### config.mk
export PLATFORM = sky130hd
export DESIGN_NAME = instruction_fetch_unit_flat
export DESIGN_NICKNAME = d
export VERILOG_FILES = /design/src/rtl/instruction_fetch_if.sv /design/src/rtl/instruction_fetch_unit.sv /design/src/flat_wrapper.sv
export SDC_FILE = /design/constraint.sdc
export NUM_CORES = 1
export LEC_CHECK = 0
export CAP_MARGIN = 25
export CORE_MARGIN = 4
export CORE_UTILIZATION = 41
export DETAILED_ROUTE_END_ITERATION = 7
export PLACE_DENSITY = 0.76
export REMOVE_ABC_BUFFERS = 1
export SETUP_SLACK_MARGIN = 0.02
export SKIP_CTS_REPAIR_TIMING = 1
export SYNTH_ARGS = -nofsm -noshare
export SYNTH_HDL_FRONTEND = slang
export SYNTH_SLANG_ARGS = --single-unit
### constraint.sdc
create_clock -name clk -period 2.01 [get_ports clk]
set_input_delay 0.201 -clock clk [delete_from_list [all_inputs] [get_ports clk]]
set_output_delay 0.201 -clock clk [all_outputs]
set_load 0.01 [all_outputs]
### src/rtl/instruction_fetch_if.sv
// Fetch-to-ROM/decode bundle: ROM address/data, redirect request and the decode valid/ready handshake.
// The master modport is the fetch unit; slave is the ROM/decode/control side.
interface instruction_fetch_if #(
  parameter int DATA_WIDTH = 32
);
  logic [DATA_WIDTH-1:0] rom_addr_o;
  logic [DATA_WIDTH-1:0] rom_data_i;
  logic                  redirect_i;
  logic [DATA_WIDTH-1:0] redirect_pc_i;
  logic                  ready_i;
  logic                  valid_o;
  logic [DATA_WIDTH-1:0] instr_o;
  logic [DATA_WIDTH-1:0] pc_o;
  logic [31:0]           fetch_count_o;
  logic                  fault_o;

  modport master (
    output rom_addr_o, valid_o, instr_o, pc_o, fetch_count_o, fault_o,
    input  rom_data_i, redirect_i, redirect_pc_i, ready_i
  );

  modport slave (
    input  rom_addr_o, valid_o, instr_o, pc_o, fetch_count_o, fault_o,
    output rom_data_i, redirect_i, redirect_pc_i, ready_i
  );
endinterface

### src/rtl/instruction_fetch_unit.sv
// PC generation and single-slot fetch stage in front of a combinational program ROM.
// Define FETCH_BOUNDS_CHECK_EN to halt with a sticky fault on out-of-range fetches.
module instruction_fetch_unit #(
  parameter int                    DATA_WIDTH   = 32,
  parameter int                    MEMORY_DEPTH = 32,
  parameter logic [DATA_WIDTH-1:0] PC_RESET     = 32'h0040_0000
) (
  input logic                 clk,
  input logic                 reset,
  instruction_fetch_if.master bus
);

  localparam logic [DATA_WIDTH-1:0] ADDR_MASK  = DATA_WIDTH'(MEMORY_DEPTH - 1);
  localparam logic [DATA_WIDTH-1:0] ALIGN_MASK = ~DATA_WIDTH'(3);
  localparam logic [DATA_WIDTH-1:0] PC_STEP    = DATA_WIDTH'(4);

  typedef enum logic [1:0] {
    ST_BOOT,
    ST_RUN
`ifdef FETCH_BOUNDS_CHECK_EN
    , ST_HALT
`endif
  } state_e;

  state_e                state_q, state_d;
  logic [DATA_WIDTH-1:0] pc_q, pc_d;
  logic                  valid_q, valid_d;
  logic [DATA_WIDTH-1:0] instr_q, instr_d;
  logic [DATA_WIDTH-1:0] pc_out_q, pc_out_d;
  logic [31:0]           count_q, count_d;

  logic [DATA_WIDTH-1:0] word_index;
  logic [DATA_WIDTH-1:0] target;
  logic                  handshake;
  logic                  slot_free;

  assign word_index = (pc_q - PC_RESET) >> 2;
  assign target     = bus.redirect_pc_i & ALIGN_MASK;
  assign handshake  = valid_q && bus.ready_i;
  assign slot_free  = !valid_q || bus.ready_i;

`ifdef FETCH_BOUNDS_CHECK_EN
  logic                  fault_q, fault_d;
  logic [DATA_WIDTH-1:0] target_index;
  logic                  fetch_in_range;
  logic                  target_in_range;

  assign target_index    = (target - PC_RESET) >> 2;
  assign fetch_in_range  = (pc_q >= PC_RESET) && (word_index < DATA_WIDTH'(MEMORY_DEPTH));
  assign target_in_range = (target >= PC_RESET) && (target_index < DATA_WIDTH'(MEMORY_DEPTH));
  assign bus.fault_o     = fault_q;
`else
  assign bus.fault_o     = 1'b0;
`endif

  always_comb begin
    // NOTE: every next-state value is defaulted to its register first so no
    // path through the case below can leave a variable unassigned (no latches).
    state_d  = state_q;
    pc_d     = pc_q;
    valid_d  = valid_q;
    instr_d  = instr_q;
    pc_out_d = pc_out_q;
    count_d  = count_q;
`ifdef FETCH_BOUNDS_CHECK_EN
    fault_d  = fault_q;
`endif

    // A handshake in the same cycle as a redirect still counts.
    if (handshake) count_d = count_q + 32'd1;

    if (bus.redirect_i) begin
      pc_d    = target;
      valid_d = 1'b0;
      case (state_q)
`ifdef FETCH_BOUNDS_CHECK_EN
        ST_HALT: begin
          if (target_in_range) begin
            fault_d = 1'b0;
            state_d = ST_RUN;
          end
        end
`endif
        default: state_d = ST_RUN;
      endcase
    end else begin
      case (state_q)
        ST_BOOT: state_d = ST_RUN;
        ST_RUN: begin
          if (slot_free) begin
`ifdef FETCH_BOUNDS_CHECK_EN
            if (!fetch_in_range) begin
              fault_d = 1'b1;
              state_d = ST_HALT;
              valid_d = 1'b0;
            end else
`endif
            begin
              instr_d  = bus.rom_data_i;
              pc_out_d = pc_q;
              valid_d  = 1'b1;
              pc_d     = pc_q + PC_STEP;
            end
          end
        end
        default: valid_d = valid_q && !bus.ready_i;
      endcase
    end
  end

  always_ff @(posedge clk) begin
    // NOTE: state registers use non-blocking assignments so every register
    // samples pre-edge values; the reset branch wins over redirect and stall.
    if (!reset) begin
      state_q  <= ST_BOOT;
      pc_q     <= PC_RESET;
      valid_q  <= 1'b0;
      instr_q  <= '0;
      pc_out_q <= '0;
      count_q  <= '0;
`ifdef FETCH_BOUNDS_CHECK_EN
      fault_q  <= 1'b0;
`endif
    end else begin
      state_q  <= state_d;
      pc_q     <= pc_d;
      valid_q  <= valid_d;
      instr_q  <= instr_d;
      pc_out_q <= pc_out_d;
      count_q  <= count_d;
`ifdef FETCH_BOUNDS_CHECK_EN
      fault_q  <= fault_d;
`endif
    end
  end

  assign bus.rom_addr_o    = word_index & ADDR_MASK;
  assign bus.valid_o       = valid_q;
  assign bus.instr_o       = instr_q;
  assign bus.pc_o          = pc_out_q;
  assign bus.fetch_count_o = count_q;

endmodule

### src/flat_wrapper.sv
// flat-port wrapper written by rule: the top's interface ports become plain ports
module instruction_fetch_unit_flat 
#(
  parameter int                    DATA_WIDTH   = 32,
  parameter int                    MEMORY_DEPTH = 32,
  parameter logic [DATA_WIDTH-1:0] PC_RESET     = 32'h0040_0000
)
  (clk, reset, bus_rom_addr_o, bus_valid_o, bus_instr_o, bus_pc_o, bus_fetch_count_o, bus_fault_o, bus_rom_data_i, bus_redirect_i, bus_redirect_pc_i, bus_ready_i);
  instruction_fetch_if #(.DATA_WIDTH(DATA_WIDTH)) bus_i ();
  input logic clk;
  input logic reset;
  output wire logic [$bits(bus_i.rom_addr_o)-1:0] bus_rom_addr_o;
  output wire logic [$bits(bus_i.valid_o)-1:0] bus_valid_o;
  output wire logic [$bits(bus_i.instr_o)-1:0] bus_instr_o;
  output wire logic [$bits(bus_i.pc_o)-1:0] bus_pc_o;
  output wire logic [$bits(bus_i.fetch_count_o)-1:0] bus_fetch_count_o;
  output wire logic [$bits(bus_i.fault_o)-1:0] bus_fault_o;
  input wire logic [$bits(bus_i.rom_data_i)-1:0] bus_rom_data_i;
  input wire logic [$bits(bus_i.redirect_i)-1:0] bus_redirect_i;
  input wire logic [$bits(bus_i.redirect_pc_i)-1:0] bus_redirect_pc_i;
  input wire logic [$bits(bus_i.ready_i)-1:0] bus_ready_i;
  assign bus_rom_addr_o = bus_i.rom_addr_o;
  assign bus_valid_o = bus_i.valid_o;
  assign bus_instr_o = bus_i.instr_o;
  assign bus_pc_o = bus_i.pc_o;
  assign bus_fetch_count_o = bus_i.fetch_count_o;
  assign bus_fault_o = bus_i.fault_o;
  assign bus_i.rom_data_i = bus_rom_data_i;
  assign bus_i.redirect_i = bus_redirect_i;
  assign bus_i.redirect_pc_i = bus_redirect_pc_i;
  assign bus_i.ready_i = bus_ready_i;
  instruction_fetch_unit #(.DATA_WIDTH(DATA_WIDTH), .MEMORY_DEPTH(MEMORY_DEPTH), .PC_RESET(PC_RESET)) u_core (.clk(clk), .reset(reset), .bus(bus_i));
endmodule
==> key figures <==
Outcome
  • Status: finished clean

Critical path
  • R2r startpoint: u_core.pc_q[9]
  • Worst Setup Path Type: flip-flop to flip-flop
  • CP peak stage delay: 0.61 ns
  • Critical path arrival: 2.24 ns
  • CP startpoint kind: flip-flop
  • Worst Path Required: 2.35 ns
  • Crit. End Element: flip-flop
  • CP Cell Sequence: nand4_1 -> or4_4 -> or4_1 -> a31oi_1
  • Slowest CP cell: or4_4
  • Maximum fanout along the worst path: 11
  • Start point of the critical path: u_core.pc_q[9]

Hold path
  • HP Start: bus_rom_data_i[30]
  • HP Class: primary input to flip-flop

Pwr
  • Sw Share: 23.0%
  • Clock Power Share: 47.4%
  • Comb pwr share: 10.4%
  • Sequential share of power: 42.2%
  • Pleak: 0.00295 uW
  • Pwr Density: 757 mW/mm^2
  • Total power draw: 6330 uW
  • Net load switching power: 1460 uW
  • Internal Power: 4870 uW
  • Peak VDD IR: 0.000555 V

Synthesis
  • Synth top area share: 43.8%
  • EDFF count, synth: 0
  • Post-Synthesis Cells: 729
  • Yosys reg bits: 126
  • Synth cell types: 43
  • Post-synthesis sequential area ratio: 43.8%
  • Leading area contributor after synthesis: dfxtp_1
  • Area contributors post-synth: dfxtp_1, nand2_1, a21oi_1, buf_4, or4_1
  • Average size of a mapped cell: 7.90 sq um
  • Post-synth ARST share: 0%
  • Ys flop type: dfxtp_1
  • Mapped Area: 0.00576 sq mm
  • Yosys warns: 0

Global route
  • Initial antenna violation count: 0
  • Gr usage total: 20.0%
  • Global-route wire length before repair: 26.3 mm
  • Overflow after GRT: 0
  • Number of global-route vias before repair: 5,384
  • Pin count of the biggest net entering global routing: 87

STA
  • Final Cycle Share: 94.5%
  • F_max: 526 MHz
  • Endpoints failing setup: 0
  • Worst setup margin: 0.111 ns
  • RSZ-0062 raised after global routing: false
  • Final Hold Vio Count: 0
  • Slew Viols, Final: 0
  • Worst clock skew: 0.00987 ns
  • Minimum clock period: 1.90 ns

Floorplanning
  • Site Rows: 43
  • Die width: 127 microns
  • Ports: 198
  • Starting Density: 41.7%
  • Die area: 0.0160 sq mm
  • DIE HEIGHT: 127 microns
  • Core ar.: 0.0138 sq mm

Placed design
  • Placed cells: 1,071
  • Global placer's final weighted congestion: 0.814
  • DP HPWL: 11.3 mm
  • Port Buffers: 165
  • Place WS: -0.231 ns

Clock tree
  • Worst-path clk slew: 0.05 ns
  • Worst skew pair latency: 0.42 ns
  • CTS sink cnt: 126
  • CTS Root Buffer Type: clkbuf_16
  • Clock tree buffer depth: 2
  • H-tree depth: 4
  • TritonCTS buffer count: 17
  • TritonCTS clock tree: done

Flow run
  • Max-cap violations: 0

Layout
  • Layout area overhead: 45.2%
  • Final Non-Filler Cells: 1,103
  • Share of cells above drive strength 1: 10.2%
  • Most frequent cells in the layout: clkdlybuf4s50_1, nand2_1, dfxtp_1
  • ANT cells: 0
  • Most common cell after layout, fill and taps aside: clkdlybuf4s50_1
  • Fillers: 1,222
  • Final #Nets: 981

Drt
  • Final WL: 16.2 mm
  • Routed Antenna Nets: 0
  • Pre-Repair DR Iteration Count: 5
  • Drc violations: 0
  • DR vias/cell: 5.22
  • Initial DRC count: 297
  • Routed length per instance: 14.7 microns
  • Via count: 5,758
[metal layers]
metal / vias to the layer above / routed length [microns] / global-route usage (%)
li1: 2875 / - / -
met2: 198 / 7660 / 32.9
met1: 2667 / 6840 / 24.3
met5: - / 0 / 0
met3: 18 / 1520 / 7.87
met4: 0 / 162 / 5.93
[cell families (layout without fill, tap and decap cells)]
family | Yosys count | in the layout | share of synthesized area, %
xor gates and xnor gates | 19 | 19 | 2.89
muxes | 4 | 4 | 0.695
buffers and inverters | 96 | 261 | 8.60
and+or+nand+nor | 320 | 320 | 27.4
adders and majority gates | 2 | 2 | 0.434
AOI/OAI and AO/OA | 161 | 161 | 16.2
DFF | 126 | 126 | 43.8
other | 1 | 30 | 0.0651
[path summary, 6_finish.rpt]
path | to | slack, ns | cells after the start
worst max-delay path | u_core.pc_q[26] | 0.11 | 4
worst min-delay path | u_core.bus.instr_o[30] | 0.33 | 3
worst max register to register | u_core.pc_q[26] | 0.11 | 4
worst min register to register | u_core.bus.pc_o[3] | 0.45 | 2
[power groups by stage]
stage	logic (uW)	registers, uW	clock network, uW
floorplan	226	2750	0
global placement	652	2720	0
detailed placement	659	2720	0
CTS	663	2670	3060
global route	720	2690	3190
finish	659	2670	3000
[critical path: cells and delay by family (launching register included)]
family             cells  cell delay, ns
AOI/OAI and AO/OA      1            0.19
and+or+nand+nor        3            1.27
DFF                    1            0.35
[state kept, by name, summed over array words and instances, names as in the netlist]
| register | cells |
|---|---|
| u_core.pc_q | 30 |
| u_core.bus.fetch_count_o | 32 |
| u_core.state_q | 1 |
| u_core.bus.instr_o | 32 |
| u_core.bus.pc_o | 30 |
| u_core.bus.valid_o | 1 |
[stage by stage]
stage	hold slack [ns]	utilization (%)	TNS (ns)	cell area, sq um
after floorplan	0.229	-	-50.42	5420
after global placement	0.441	56.2	-3.78	7770
after detailed placement	0.446	56.2	-5.75	7770
after CTS	0.311	60.4	0	8350
after global routing	0.311	60.5	0	8360
final	0.327	60.5	0	8360
[area by class of cell]
cell class	count	area, sq um	share of cell area [%]
inverter	11	41.3	0.494
timing repair buffer	219	2130	25.5
tap	180	225	2.69
multi-input combinational	536	2860	34.2
clock buffer	24	492	5.88
sequential	126	2530	30.2
clock inverter	7	85.1	1.02
[cell usage after synthesis, drive strengths merged (13+ instances only)]
master  instances
nand2         158
dfxtp         126
a21oi          80
clkbuf         44
buf            41
nand3          30
o21ai          29
or4            27
nor2           26
o31ai          23
nand4          17
a31oi          14
or3            13
Note: power is estimated with default switching activity, not from simulation.
